`config.mk`:
```
export PLATFORM = sky130hd
export DESIGN_NAME = uart_receiver
export DESIGN_NICKNAME = d
export VERILOG_FILES = /design/src/rtl/uart_receiver.sv
export SDC_FILE = /design/constraint.sdc
export NUM_CORES = 1
export LEC_CHECK = 0
export CAP_MARGIN = 20
export CORE_MARGIN = 4
export CORE_UTILIZATION = 45
export DETAILED_ROUTE_END_ITERATION = 10
export PLACE_DENSITY = 0.7
export REMOVE_ABC_BUFFERS = 1
export SLEW_MARGIN = 20
export SYNTH_ARGS = -nofsm -noshare
export SYNTH_HDL_FRONTEND = slang
export SYNTH_SLANG_ARGS = --single-unit
```
`constraint.sdc`:
```
create_clock -name clk -period 3.1 [get_ports clk]
set_clock_uncertainty 0.1 [all_clocks]
set_input_delay 0.31 -clock clk [delete_from_list [all_inputs] [get_ports clk]]
set_output_delay 0.31 -clock clk [all_outputs]
set_load 0.02 [all_outputs]
```
`src/rtl/uart_receiver.sv`:
```
// -----------------------------------------------------------------------------
// uart_receiver
//
// 8N1 UART receiver. The asynchronous rx pin is synchronised, each frame is
// sampled mid-bit and reassembled LSB first, and the byte is handed to the
// consumer through a one-entry valid/ready holding register.
//
// Ports:
//   clk           in   system clock, rising edge
//   rst           in   asynchronous active-high reset
//   rx            in   serial line (idle high), asynchronous to clk
//   data[7:0]     out  received byte, meaningful while valid=1
//   valid         out  holding register full
//   ready         in   consumer takes data on a cycle with valid & ready
//   busy          out  high whenever the receive FSM is not idle
//   framing_error out  one-cycle pulse: stop bit sampled low
//   overrun       out  one-cycle pulse: good byte dropped, holding reg full
// -----------------------------------------------------------------------------
module uart_receiver #(
  parameter int CLK_HZ = 50000000,
  parameter int BAUD   = 115200
) (
  input  logic       clk,
  input  logic       rst,
  input  logic       rx,
  output logic [7:0] data,
  output logic       valid,
  input  logic       ready,
  output logic       busy,
  output logic       framing_error,
  output logic       overrun
);

  localparam int CLKS_PER_BIT = CLK_HZ / BAUD;
  localparam int HALF_BIT     = CLKS_PER_BIT / 2;
  localparam int CNT_W        = $clog2(CLKS_PER_BIT);

  localparam logic [CNT_W-1:0] HALF_LAST = CNT_W'(HALF_BIT - 1);
  localparam logic [CNT_W-1:0] FULL_LAST = CNT_W'(CLKS_PER_BIT - 1);

  typedef enum logic [2:0] {
    S_IDLE,
    S_START,
    S_DATA,
    S_STOP,
    S_BREAK
  } state_t;

  state_t           state_reg, state_next;
  logic [CNT_W-1:0] cnt_reg, cnt_next;
  logic [2:0]       bit_idx_reg, bit_idx_next;
  logic [7:0]       sh_reg, sh_next;
  logic [7:0]       data_reg, data_next;
  logic             valid_reg, valid_next;
  logic             fe_reg, fe_next;
  logic             ov_reg, ov_next;
  logic             deliver;

  // Two-flop synchroniser; resets to the idle (high) line level so a reset
  // never looks like a start bit.
  logic [1:0] sync_reg;
  logic       rx_s;

  always_ff @(posedge clk or posedge rst) begin
    if (rst) begin
      sync_reg <= 2'b11;
    end else begin
      sync_reg <= {sync_reg[0], rx};
    end
  end

  assign rx_s = sync_reg[1];

  // ---------------------------------------------------------------------------
  // State register
  // ---------------------------------------------------------------------------
  always_ff @(posedge clk or posedge rst) begin
    if (rst) begin
      state_reg   <= S_IDLE;
      cnt_reg     <= '0;
      bit_idx_reg <= 3'd0;
      sh_reg      <= 8'h00;
      data_reg    <= 8'h00;
      valid_reg   <= 1'b0;
      fe_reg      <= 1'b0;
      ov_reg      <= 1'b0;
    end else begin
      state_reg   <= state_next;
      cnt_reg     <= cnt_next;
      bit_idx_reg <= bit_idx_next;
      sh_reg      <= sh_next;
      data_reg    <= data_next;
      valid_reg   <= valid_next;
      fe_reg      <= fe_next;
      ov_reg      <= ov_next;
    end
  end

  // ---------------------------------------------------------------------------
  // Next-state logic
  // ---------------------------------------------------------------------------
  always_comb begin
    state_next   = state_reg;
    cnt_next     = cnt_reg + 1'b1;
    bit_idx_next = bit_idx_reg;
    sh_next      = sh_reg;
    deliver      = 1'b0;
    fe_next      = 1'b0;

    case (state_reg)
      S_IDLE: begin
        if (!rx_s) state_next = S_START;
      end
      S_START: begin
        // Half a bit in: a line that has gone back high was only a glitch.
        if (cnt_reg == HALF_LAST) begin
          if (!rx_s) begin
            state_next   = S_DATA;
            bit_idx_next = 3'd0;
          end else begin
            state_next = S_IDLE;
          end
        end
      end
      S_DATA: begin
        if (cnt_reg == FULL_LAST) begin
          sh_next      = {rx_s, sh_reg[7:1]};
          bit_idx_next = bit_idx_reg + 3'd1;
          // Restart the bit timer while staying in DATA.
          cnt_next     = '0;
          if (bit_idx_reg == 3'd7) state_next = S_STOP;
        end
      end
      S_STOP: begin
        if (cnt_reg == FULL_LAST) begin
          if (rx_s) begin
            deliver    = 1'b1;
            state_next = S_IDLE;
          end else begin
            fe_next    = 1'b1;
            state_next = S_BREAK;
          end
        end
      end
      S_BREAK: begin
        // Hold here while the line is low so a break reports only once.
        if (rx_s) state_next = S_IDLE;
      end
      default: begin
        state_next = S_IDLE;
      end
    endcase

    if (state_next != state_reg) cnt_next = '0;
  end

  // ---------------------------------------------------------------------------
  // Holding register / handshake
  // ---------------------------------------------------------------------------
  always_comb begin
    data_next  = data_reg;
    valid_next = valid_reg;
    ov_next    = 1'b0;

    if (valid_reg && ready) valid_next = 1'b0;

    // A byte may load on the same cycle the previous one is taken.
    if (deliver) begin
      if (!valid_reg || ready) begin
        data_next  = sh_reg;
        valid_next = 1'b1;
      end else begin
        ov_next = 1'b1;
      end
    end
  end

  assign data          = data_reg;
  assign valid         = valid_reg;
  assign busy          = (state_reg != S_IDLE);
  assign framing_error = fe_reg;
  assign overrun       = ov_reg;

endmodule

```
After elaboration in Yosys (flattened, before gate mapping)
Cells that the tools add are included.
Widths: inputs -> output; s select.

word-level totals
  word-level logic and storage cells = 58
  output and inout port bits = 12
  bits in registers = 36
  input bits = 4

operators by class
  mux-type cells = 27
  equal/unequal tests = 11
  reduce and logical (&&, ||, !) cells = 9
  add/subtract/negate cells = 2

operators by type and width
  kind                 number
  $mux 3               10
  $mux 9               3
  $pmux 3 s5           1
  $mux 1               11
  $add 9x1->9 const B  1
  $eq 9x8->1 const B   1
  $eq 9x9->1 const B   1
  $eq 3x2->1 const B   2
  $eq 3x3->1 const B   2
  $ne 2x2->1 const B   3
  $pmux 3 s2           1
  $reduce_and 2->1     2
  $reduce_and 4->1     1
  $add 3x1->3 const B  1
  $eq 3x1->1 const B   1
  $logic_not 3->1      1
  $ne 3x3->1           1
  $reduce_bool 3->1    1
  $mux 2               1
  $reduce_bool 2->1    1
  $logic_and 1x1->1    1
  $logic_not 1->1      1
  $logic_or 1x1->1     1

Longest topological paths before layout
  depth in word-level cells = 6
  depth in mapped cells = 8
  depth with buffers taken out = 6

Worst setup path before layout
Ideal clock, no wire load.

  path kind = reg2reg
  from = register cnt_reg[1]
  to = register data_reg[0], in the netlist data[0]
  clock period less this slack = 1816 ps
  buffers on the path = 2
  data required time = 2875 ps
  setup time = 125 ps
  arrival = 1591 ps
  path slack = 1284 ps
  stages on the path, launching flop included = 9
  path through = dfrtp_1 -> inv_1 -> ha_1 -> and4bb_1 -> buf_6 -> nand4_4 -> nor2b_1 -> buf_4 -> mux2_2

between the ends
  longest elaborated chain between the ends = 4

ends and longest elaborated chain
  element                            RTL line  RTL
  start: declaration                 50        logic [CNT_W-1:0] cnt_reg, cnt_next;
  start signal: assignment           89        cnt_reg <= cnt_next;
  $eq 9x9->1                         135       if (cnt_reg == FULL_LAST) begin
  $mux 1                             135
  $mux 1                             110       case (state_reg)
  $reduce_and 2->1 (no source line)  -
  end signal: assignment             92        data_reg <= data_next;
  end: declaration                   53        logic [7:0] data_reg, data_next;

Every way passes these cells.
A chain may end at the register's enable or synchronous reset.

Final worst setup path
Same ends and word-level chain as after synthesis.

==> impl_metrics.env <==
export IMPL_drive_above_1_share=0.224
export IMPL_rsz0062_at_grt="false"
export IMPL_final_cell_mix="dfrtp_1 (34), clkdlybuf4s50_1 (15), nor2_1 (10), nor3_1 (9), mux2_2 (8)"
export IMPL_core_sq_um=3740
export IMPL_r2r_end="data[0]$_DFFE_PP0P_"
export IMPL_post_cts_resized=0
export IMPL_clkTransAtPathRegs_ps=70
export IMPL_final_setup_tns_ps=0
export IMPL_power_density_nw_per_um2=402
export IMPL_hold_depth=0
export IMPL_worstSetupStartpoint="cnt_reg[1]$_DFF_PP0_"
export IMPL_max_freq_mhz=417
export IMPL_setup_viol=0
export IMPL_grt_pass1_vias=1154
export IMPL_maxSlewViolCount=0
export IMPL_period_needed_ps=2400
export IMPL_min_from="sync_reg[0]$_DFF_PP1_"
export IMPL_drt_vias_per_instance=5.37
export IMPL_grt_overflow_total=0
export IMPL_ys_seq_area_frac=0.507
export IMPL_cts_tree="built"
export IMPL_holdBufCountCts=0
export IMPL_hold_end="sync_reg[1]$_DFF_PP1_"
export IMPL_leakagePower_nw=0.966
export IMPL_ys_seq_elements=36
export IMPL_crit_fanout=8
export IMPL_antenna_cells=0
export IMPL_ir_drop_uv=211
export IMPL_die_x_um=70.9
export IMPL_insertion_delay_ps=290
export IMPL_cts_sinks=36
export IMPL_drt_iter0_drc=27
export IMPL_worst_r2r_setup_slack_ps=700
export IMPL_clockBufferDepth=2
export IMPL_grt_max_degree=37
export IMPL_drt_first_pass_iters=4
export IMPL_layout_nets=164
export IMPL_crit_type="reg -> reg"
export IMPL_hold_violations=0
export IMPL_yosys_warnings=0
export IMPL_cts_root_buffer="clkbuf_8"
export IMPL_gp_congestion=0.802
export IMPL_portBuffers=15
export IMPL_grt_use_total=0.138
export IMPL_syn_to_final_growth_pct=13.3
export IMPL_dieArea_sq_um=5030
export IMPL_row_count=22
export IMPL_final_cell_area_sq_um=2020
export IMPL_cts_buffers_inserted=5
export IMPL_wirelength_um=2990
export IMPL_power_total_mw=0.813
export IMPL_ios=16
export IMPL_min_period_over_period=0.773
export IMPL_post_cts_buffers=0
export IMPL_drc=0
export IMPL_ant_nets=0
export IMPL_dpl_cell_area_sq_um=1930
export IMPL_start_util=0.476
export IMPL_drt_wirelength_per_cell_um=14.7
export IMPL_grt_pass1_wl_um=5460
export IMPL_syn_area_sq_um=1780
export IMPL_final_common_cell="dfrtp_1"
export IMPL_slew_headroom=0.544
export IMPL_rr_startpoint="cnt_reg[1]$_DFF_PP0_"
export IMPL_required_ps=3170
export IMPL_post_route_util=0.540
export IMPL_vias=1096
export IMPL_max_cap_viol_count=0
export IMPL_end_kind="flip-flop"
export IMPL_largest_register_ffs=9
export IMPL_syn_inst=140
export IMPL_min_path_type="reg -> reg"
export IMPL_chipHeight_um=70.9
export IMPL_synth_area_per_cell_sq_um=12.7
export IMPL_synth_cell_type_count=43
export IMPL_dp_hpwl_um=2070
export IMPL_outcome="completed"
export IMPL_worstPathArrival_ps=2470
export IMPL_reg2reg_depth=6
export IMPL_start_kind="flip-flop"
export IMPL_cts_max_level=2
export IMPL_antenna_found_initial=0
export IMPL_tightest_slew_ps=683
-- synth_stat cells, drive strengths merged --
| library cell | instances | share of area |
|---|---|---|
| nor2 | 10 | 0.021 |
| dfstp | 2 | 0.029 |
| nor3 | 9 | 0.025 |
| and4bb | 2 | 0.016 |
| a21oi | 1 | 0.0028 |
| xor2 | 4 | 0.020 |
| nor2b | 1 | 0.0035 |
| a32oi | 1 | 0.0049 |
| o21ai | 1 | 0.0028 |
| inv | 7 | 0.015 |
| nor3b | 2 | 0.018 |
| nand2 | 7 | 0.015 |
| nand3 | 6 | 0.020 |
| nand3b | 1 | 0.0042 |
| mux2i | 2 | 0.011 |
| o21a | 1 | 0.0042 |
| nand2b | 1 | 0.0035 |
| nor4b | 1 | 0.0049 |
| o211ai | 2 | 0.011 |
| xnor2 | 3 | 0.015 |
| a211oi | 1 | 0.011 |
| ha | 5 | 0.035 |
| o221ai | 1 | 0.0049 |
| nand4 | 3 | 0.027 |
| dfrtp | 34 | 0.48 |
| a31oi | 1 | 0.0035 |
| clkbuf | 1 | 0.0021 |
| or3 | 1 | 0.0035 |
| and4b | 2 | 0.011 |
| mux2 | 16 | 0.11 |
| and3 | 2 | 0.0077 |
| and3b | 1 | 0.0049 |
| buf | 7 | 0.036 |
| a2111oi | 1 | 0.015 |
-- how the worst max path moves through the flow --
stage | endpoint | slack [ps] | cells past startpoint
floorplan | data[0]$_DFFE_PP0P_ | 970 | 6
global placement | data[4]$_DFFE_PP0P_ | 770 | 6
detailed placement | data[0]$_DFFE_PP0P_ | 700 | 6
CTS | data[0]$_DFFE_PP0P_ | 690 | 6
global route | data[4]$_DFFE_PP0P_ | 580 | 6
finish | data[0]$_DFFE_PP0P_ | 700 | 6
-- layer usage --
layer  part of all wire  wire length (um)  track usage
met1               0.49              1450        0.186
met2               0.45              1360        0.203
met3              0.048               145       0.0497
met4              0.012                35       0.0543
met5                  0                 0            0
-- through the flow --
| stage | cells | setup WS, ps | hold WS, ps |
|---|---|---|---|
| finish | 204 | 704 | 259 |
| global route | 204 | 576 | 268 |
| CTS | 204 | 687 | 262 |
| detailed placement | 196 | 697 | 247 |
| global placement | 196 | 765 | 249 |
| floorplan | 132 | 971 | 214 |
-- logic make-up after synthesis --
kind of cell	synth area share
buffers and inverters	0.0526
xor gates and xnor gates	0.0344
and+or+nand+nor	0.185
AOI/OAI and AO/OA	0.0611
adders and majority gates	0.0351
muxes	0.125
DFF	0.507
-- power breakdown --
group | leakage [nW] | internal (mW) | switching [mW]
sequential | 0.481 | 0.472 | 0.00212
clock | 0.0479 | 0.156 | 0.168
combinational | 0.437 | 0.00487 | 0.00949
-- cell type report --
class	instances	area (sq um)
Tap cell	48	60.1
Clock buffer	5	68.8
Inverter	7	26.3
Multi-Input combinational cell	89	786
Fill cell	333	1720
Timing Repair Buffer	16	158
Sequential cell	36	903
Clock inverter	3	18.8
-- worst max-delay path, stage by stage (launching register included) --
cell and delay [ps]:
dfrtp_1 400, inv_1 90, ha_1 130, and4bb_1 430, nand4_4 150, nor2b_1 570, mux2_2 410
Note: power is estimated with default switching activity, not from simulation.
